==> config.mk <==
export PLATFORM = sky130hd
export DESIGN_NAME = mult_arbiter
export DESIGN_NICKNAME = d
export VERILOG_FILES = /design/src/rtl/mult_arbiter.sv
export SDC_FILE = /design/constraint.sdc
export NUM_CORES = 1
export LEC_CHECK = 0
export CAP_MARGIN = 25
export CORE_UTILIZATION = 35
export CTS_CLUSTER_DIAMETER = 120
export DETAILED_ROUTE_END_ITERATION = 8
export PLACE_DENSITY = 0.64
export SKIP_LAST_GASP = 1
export SYNTH_ARGS = -nofsm -noshare
export SYNTH_HDL_FRONTEND = slang
export SYNTH_SLANG_ARGS = --single-unit
==> constraint.sdc <==
create_clock -name clk -period 12.1 [get_ports clk]
set_input_delay 2.42 -clock clk [delete_from_list [all_inputs] [get_ports clk]]
set_output_delay 2.42 -clock clk [all_outputs]
set_load 0.01 [all_outputs]
==> src/rtl/mult_arbiter.sv <==
`default_nettype none
// ============================================================================
// Module   : mult_arbiter
// Brief    : Round-robin arbiter sharing one signed Q2.14 multiplier across
//            NREQ requesters, with a LAT-stage stallable result pipeline.
// Revision : 1.0
// ============================================================================
module mult_arbiter #(
    parameter int NREQ = 4,
    parameter int LAT  = 2
) (
    input  logic                    clk,
    input  logic                    rst_n,
    input  logic [NREQ-1:0]         req_valid,
    input  logic [16*NREQ-1:0]      req_a,
    input  logic [16*NREQ-1:0]      req_b,
    output logic [NREQ-1:0]         req_ready,
    output logic                    resp_valid,
    output logic [$clog2(NREQ)-1:0] resp_id,
    output logic [15:0]             resp_data,
    output logic                    resp_ovf,
    input  logic                    resp_ready,
    output logic                    busy
);

    localparam int                c_IDW     = $clog2(NREQ);
    localparam logic [c_IDW-1:0] c_PTR_RST = c_IDW'(NREQ - 1);

    logic [c_IDW-1:0] r_ptr;
    logic [LAT-1:0]   r_valid;
    logic [c_IDW-1:0] r_id   [LAT];
    logic [15:0]      r_data [LAT];
    logic             r_ovf  [LAT];

    logic               w_stall;
    logic               w_found;
    logic               w_xfer;
    logic [c_IDW-1:0]   w_gid;
    int                 w_sum;
    logic signed [15:0] w_a;
    logic signed [15:0] w_b;
    logic signed [31:0] w_prod;
    logic [15:0]        w_data;
    logic               w_ovf;
    logic               w_unused;

    assign w_stall = r_valid[LAT-1] & ~resp_ready;

    // Search starts just past the last winner so every requester gets a turn.
    always_comb begin
        w_found = 1'b0;
        w_gid   = '0;
        w_sum   = 0;
        for (int k = 1; k <= NREQ; k++) begin
            w_sum = (int'(r_ptr) + k) % NREQ;
            if (!w_found && req_valid[w_sum[c_IDW-1:0]]) begin
                w_found = 1'b1;
                w_gid   = w_sum[c_IDW-1:0];
            end
        end
    end

    always_comb begin
        w_a = '0;
        w_b = '0;
        for (int i = 0; i < NREQ; i++) begin
            if (w_gid == c_IDW'(i)) begin
                w_a = req_a[16*i +: 16];
                w_b = req_b[16*i +: 16];
            end
        end
    end

    assign w_xfer = w_found & ~w_stall;

    always_comb begin
        req_ready = '0;
        if (w_xfer && rst_n) begin
            req_ready[w_gid] = 1'b1;
        end
    end

    // Taking P[29:14] is a floor divide by 2^14; overflow means the top three bits disagree.
    assign w_prod   = w_a * w_b;
    assign w_data   = w_prod[29:14];
    assign w_ovf    = ~((w_prod[31:29] == 3'b000) | (w_prod[31:29] == 3'b111));
    assign w_unused = &{1'b0, w_prod[13:0]};

    always_ff @(posedge clk or negedge rst_n) begin
        if (!rst_n) begin
            r_ptr   <= c_PTR_RST;
            r_valid <= '0;
            for (int s = 0; s < LAT; s++) begin
                r_id[s]   <= '0;
                r_data[s] <= '0;
                r_ovf[s]  <= 1'b0;
            end
        end else if (!w_stall) begin
            r_valid[0] <= w_xfer;
            r_id[0]    <= w_gid;
            r_data[0]  <= w_data;
            r_ovf[0]   <= w_ovf;
            for (int s = 1; s < LAT; s++) begin
                r_valid[s] <= r_valid[s-1];
                r_id[s]    <= r_id[s-1];
                r_data[s]  <= r_data[s-1];
                r_ovf[s]   <= r_ovf[s-1];
            end
            if (w_xfer) begin
                r_ptr <= w_gid;
            end
        end
    end

    assign resp_valid = r_valid[LAT-1];
    assign resp_id    = r_id[LAT-1];
    assign resp_data  = r_data[LAT-1];
    assign resp_ovf   = r_ovf[LAT-1];
    assign busy       = |r_valid;

endmodule
`default_nettype wire

==> out/metrics.csv <==
stage,metric,value,unit
placement,gp_congestion,0.891,
clocking,numCtsBuffers,5,
cells_and_area,seq_area,1050,sq um
die,num_rows,68,
worst_setup_path,cp_slowest_cell,mux2i_1,
cells_and_area,area_growth,18.4,%
synth,muxShareOfSynthArea,0.0814,
status,status,completed,
synth,synth_ff_type,dfrtp_1,
worst_setup_path,cp_data_required_time,12310,ps
placement,dp_cells,1988,
grt,track_usage,0.199,
worst_setup_path,path_delay_family,adder cells,
synth,synth_compound_area_frac,0.0476,
worst_hold_path,min_path_type,reg2reg,
die,core_area,34700,sq um
clocking,cts-resized-gates,0,
cells_and_area,final_cell_mix,"inv_1 (312), fa_1 (261), nand2_1 (234)",
worst_setup_path,crit_path_max_fanout,21,
flow_run,maxCapViolCount,0,
clocking,cts_tree,done,
synth,synth_xor_area_frac,0.0169,
sta,fmax,88.9,MHz
synth,async_flop_share,1.00,
worst_setup_path,crit_top_cell,fa_1,
clocking,cts.path.max_buffers,2,
worst_setup_path,cp-end-kind,register,
worst_setup_path,cpPeakStageDelay,730,ps
cells_and_area,nFillCells,3427,
routing,vias,9741,
placement,dp_hpwl,29.0,mm
cells_and_area,multi_input_area,9920,sq um
routing,drc,0,
clocking,postCtsSetupBuffers,0,
synth,syn_area,12400,sq um
die,io_pins,160,
die,die_x,190,microns
grt,grt_overflow_total,0,
grt,grt_first_pass_wirelength,56.4,mm
worst_setup_path,cp.arrival,11460,ps
synth,ys_types,55,
synth,yosysWarnings,0,
routing,drt_iter0_drc,487,
worst_setup_path,rrSetupSlack,3150,ps
grt,grt_pass1_vias,10900,
worst_setup_path,path_buf_inv,4,
synth,syn_avg_cell_area,8.87,sq um
sta,tightest_slew,967,ps
placement,port_buffers,159,
sta,rsz0062_at_grt,false,
sta,layout_worst_path_cycle_share,0.930,
clocking,hold_buffers,0,
routing,dr.pass1.iters,5,
synth,synth_simple_gate_area_frac,0.151,
cells_and_area,final_nets,2015,
synth,synth_edf_count,0,
cells_and_area,instances_no_fill,1996,
sta,skew,8.38,ps
clocking,cts.htree.levels,2,
clocking,cts-root-buf,clkbuf_16,
synth,synthCells,1400,
die,start_util,0.358,
clocking,clock-sinks,42,
sta,setup_viol,0,
cells_and_area,drive_gt1_frac,0.0506,
routing,wl_per_cell,16.9,microns
synth,synth.area.top_cells,"fa_1 (42%), inv_1 (9.4%), dfrtp_1 (8.1%)",
synth,synth_fa_ha_area_frac,0.500,
die,die_h,190,microns
synth,ys_seq_area_frac,0.0848,
grt,grt_max_degree,47,
synth,ys_ff_latch,42,
worst_setup_path,critPathLaunchType,input port,
sta,final_hold_viol_count,0,
synth,synth.top_cell.area_share,0.421,
sta,setup_tns,0,ps
synth,synth_top_family_by_area,adder cells,
sta,finalMaxSlewViolations,0,
cells_and_area,n_antenna_cell,0,
clocking,clkTransAtPathRegs,60,ps
routing,drt-vias-per-instance,4.88,
synth,syn_nets,1875,
grt,antenna_found_initial,0,
routing,drt-total-wl,33.8,mm
worst_setup_path,critPathKind,in2reg,
sta,max_slew_margin,0.337,
cells_and_area,layout_commonest_cell,inv_1,
die,dieArea,36300,sq um
routing,ant_nets,0,
synth,yosys.area.top_type,fa_1,
clocking,insertion_delay,280,ps
sta,period_minus_slack,11250,ps
[area by class of cell]
cell class / count / share of cell area
multi-input cells: 986 / 0.674
repair buffers: 193 / 0.126
inverters: 312 / 0.0796
flip-flops and latches: 42 / 0.0716
well taps: 455 / 0.0387
clock buffers: 6 / 0.00876
clock inverters: 2 / 0.000935
[flip-flops by register name, indices dropped and copies added, names as in the netlist]
register,count
resp_ovf,1
r_ptr,2
resp_data,16
resp_id,2
r_data,16
r_id,2
r_valid,2
r_ovf,1
[path summary, 6_finish.rpt]
path / from / to / depth (start not counted)
max reg2reg: r_ptr[1] / r_ovf[1] / 26
min in group asynchronous: rst_n / resp_data[0] / 2
min: resp_data[7] / resp_data[7] / 2
max: req_valid[1] / r_ovf[1] / 27
max in group asynchronous: rst_n / r_ptr[0] / 2
min reg2reg: resp_data[7] / resp_data[7] / 2
[worst reg2reg max path, delay by kind of cell, from the launching register on]
kind                     cells  cell delay, ps
AO/OA/AOI/OAI                8            2240
multiplexers                 3            1040
buffers and inverters        3             310
flip-flops                   1             400
AND/OR/NAND/NOR              5            1190
adder cells (fa/ha/maj)      7            3680
[Yosys cell counts (2+ instances only)]
| cell | count |
|---|---|
| inv_1 | 312 |
| fa_1 | 261 |
| nand2_1 | 234 |
| nor2_1 | 116 |
| ha_1 | 79 |
| mux2i_1 | 74 |
| dfrtp_1 | 40 |
| clkbuf_1 | 31 |
| a21oi_1 | 28 |
| mux2_2 | 24 |
| and2_1 | 21 |
| buf_4 | 19 |
| xnor2_1 | 17 |
| a21o_1 | 12 |
| nor2b_1 | 11 |
| a31oi_1 | 10 |
| nand3_1 | 10 |
| and3_1 | 9 |
| nand2b_1 | 9 |
| o21ai_0 | 9 |
| buf_1 | 8 |
| a211oi_1 | 7 |
| xor2_1 | 7 |
| nor3_1 | 6 |
| and4_1 | 4 |
| a221o_1 | 3 |
| nand4b_1 | 3 |
| nor3b_1 | 3 |
| a211o_1 | 2 |
| a211oi_2 | 2 |
| buf_2 | 2 |
| dfstp_2 | 2 |
| nand4_1 | 2 |
| o31ai_1 | 2 |
[logic make-up after synthesis]
group / after synthesis
AO/OA/AOI/OAI: 88
multiplexers: 98
adder cells (fa/ha/maj): 340
buffers and inverters: 372
XOR/XNOR: 24
flip-flops: 42
AND/OR/NAND/NOR: 436
[through the flow]
stage	utilization	hold WS [ps]	setup slack [ps]	instance area, sq um
floorplan	-	439	1830	12400
CTS	0.424	473	904	14700
global route	0.424	493	313	14700
detailed placement	0.420	459	603	14600
global placement	0.420	456	942	14600
finish	0.424	466	849	14700
[metal layers]
metal / up-vias / global-route usage / wire, microns
met5: - / 0 / 0
met4: 0 / 0.0495 / 841
met3: 48 / 0.0201 / 1600
met2: 248 / 0.370 / 17900
met1: 4940 / 0.245 / 13500
li1: 4505 / - / -
Power is not shown: default switching activity piles up to over one toggle a cycle in this logic, so the estimate is an artifact.
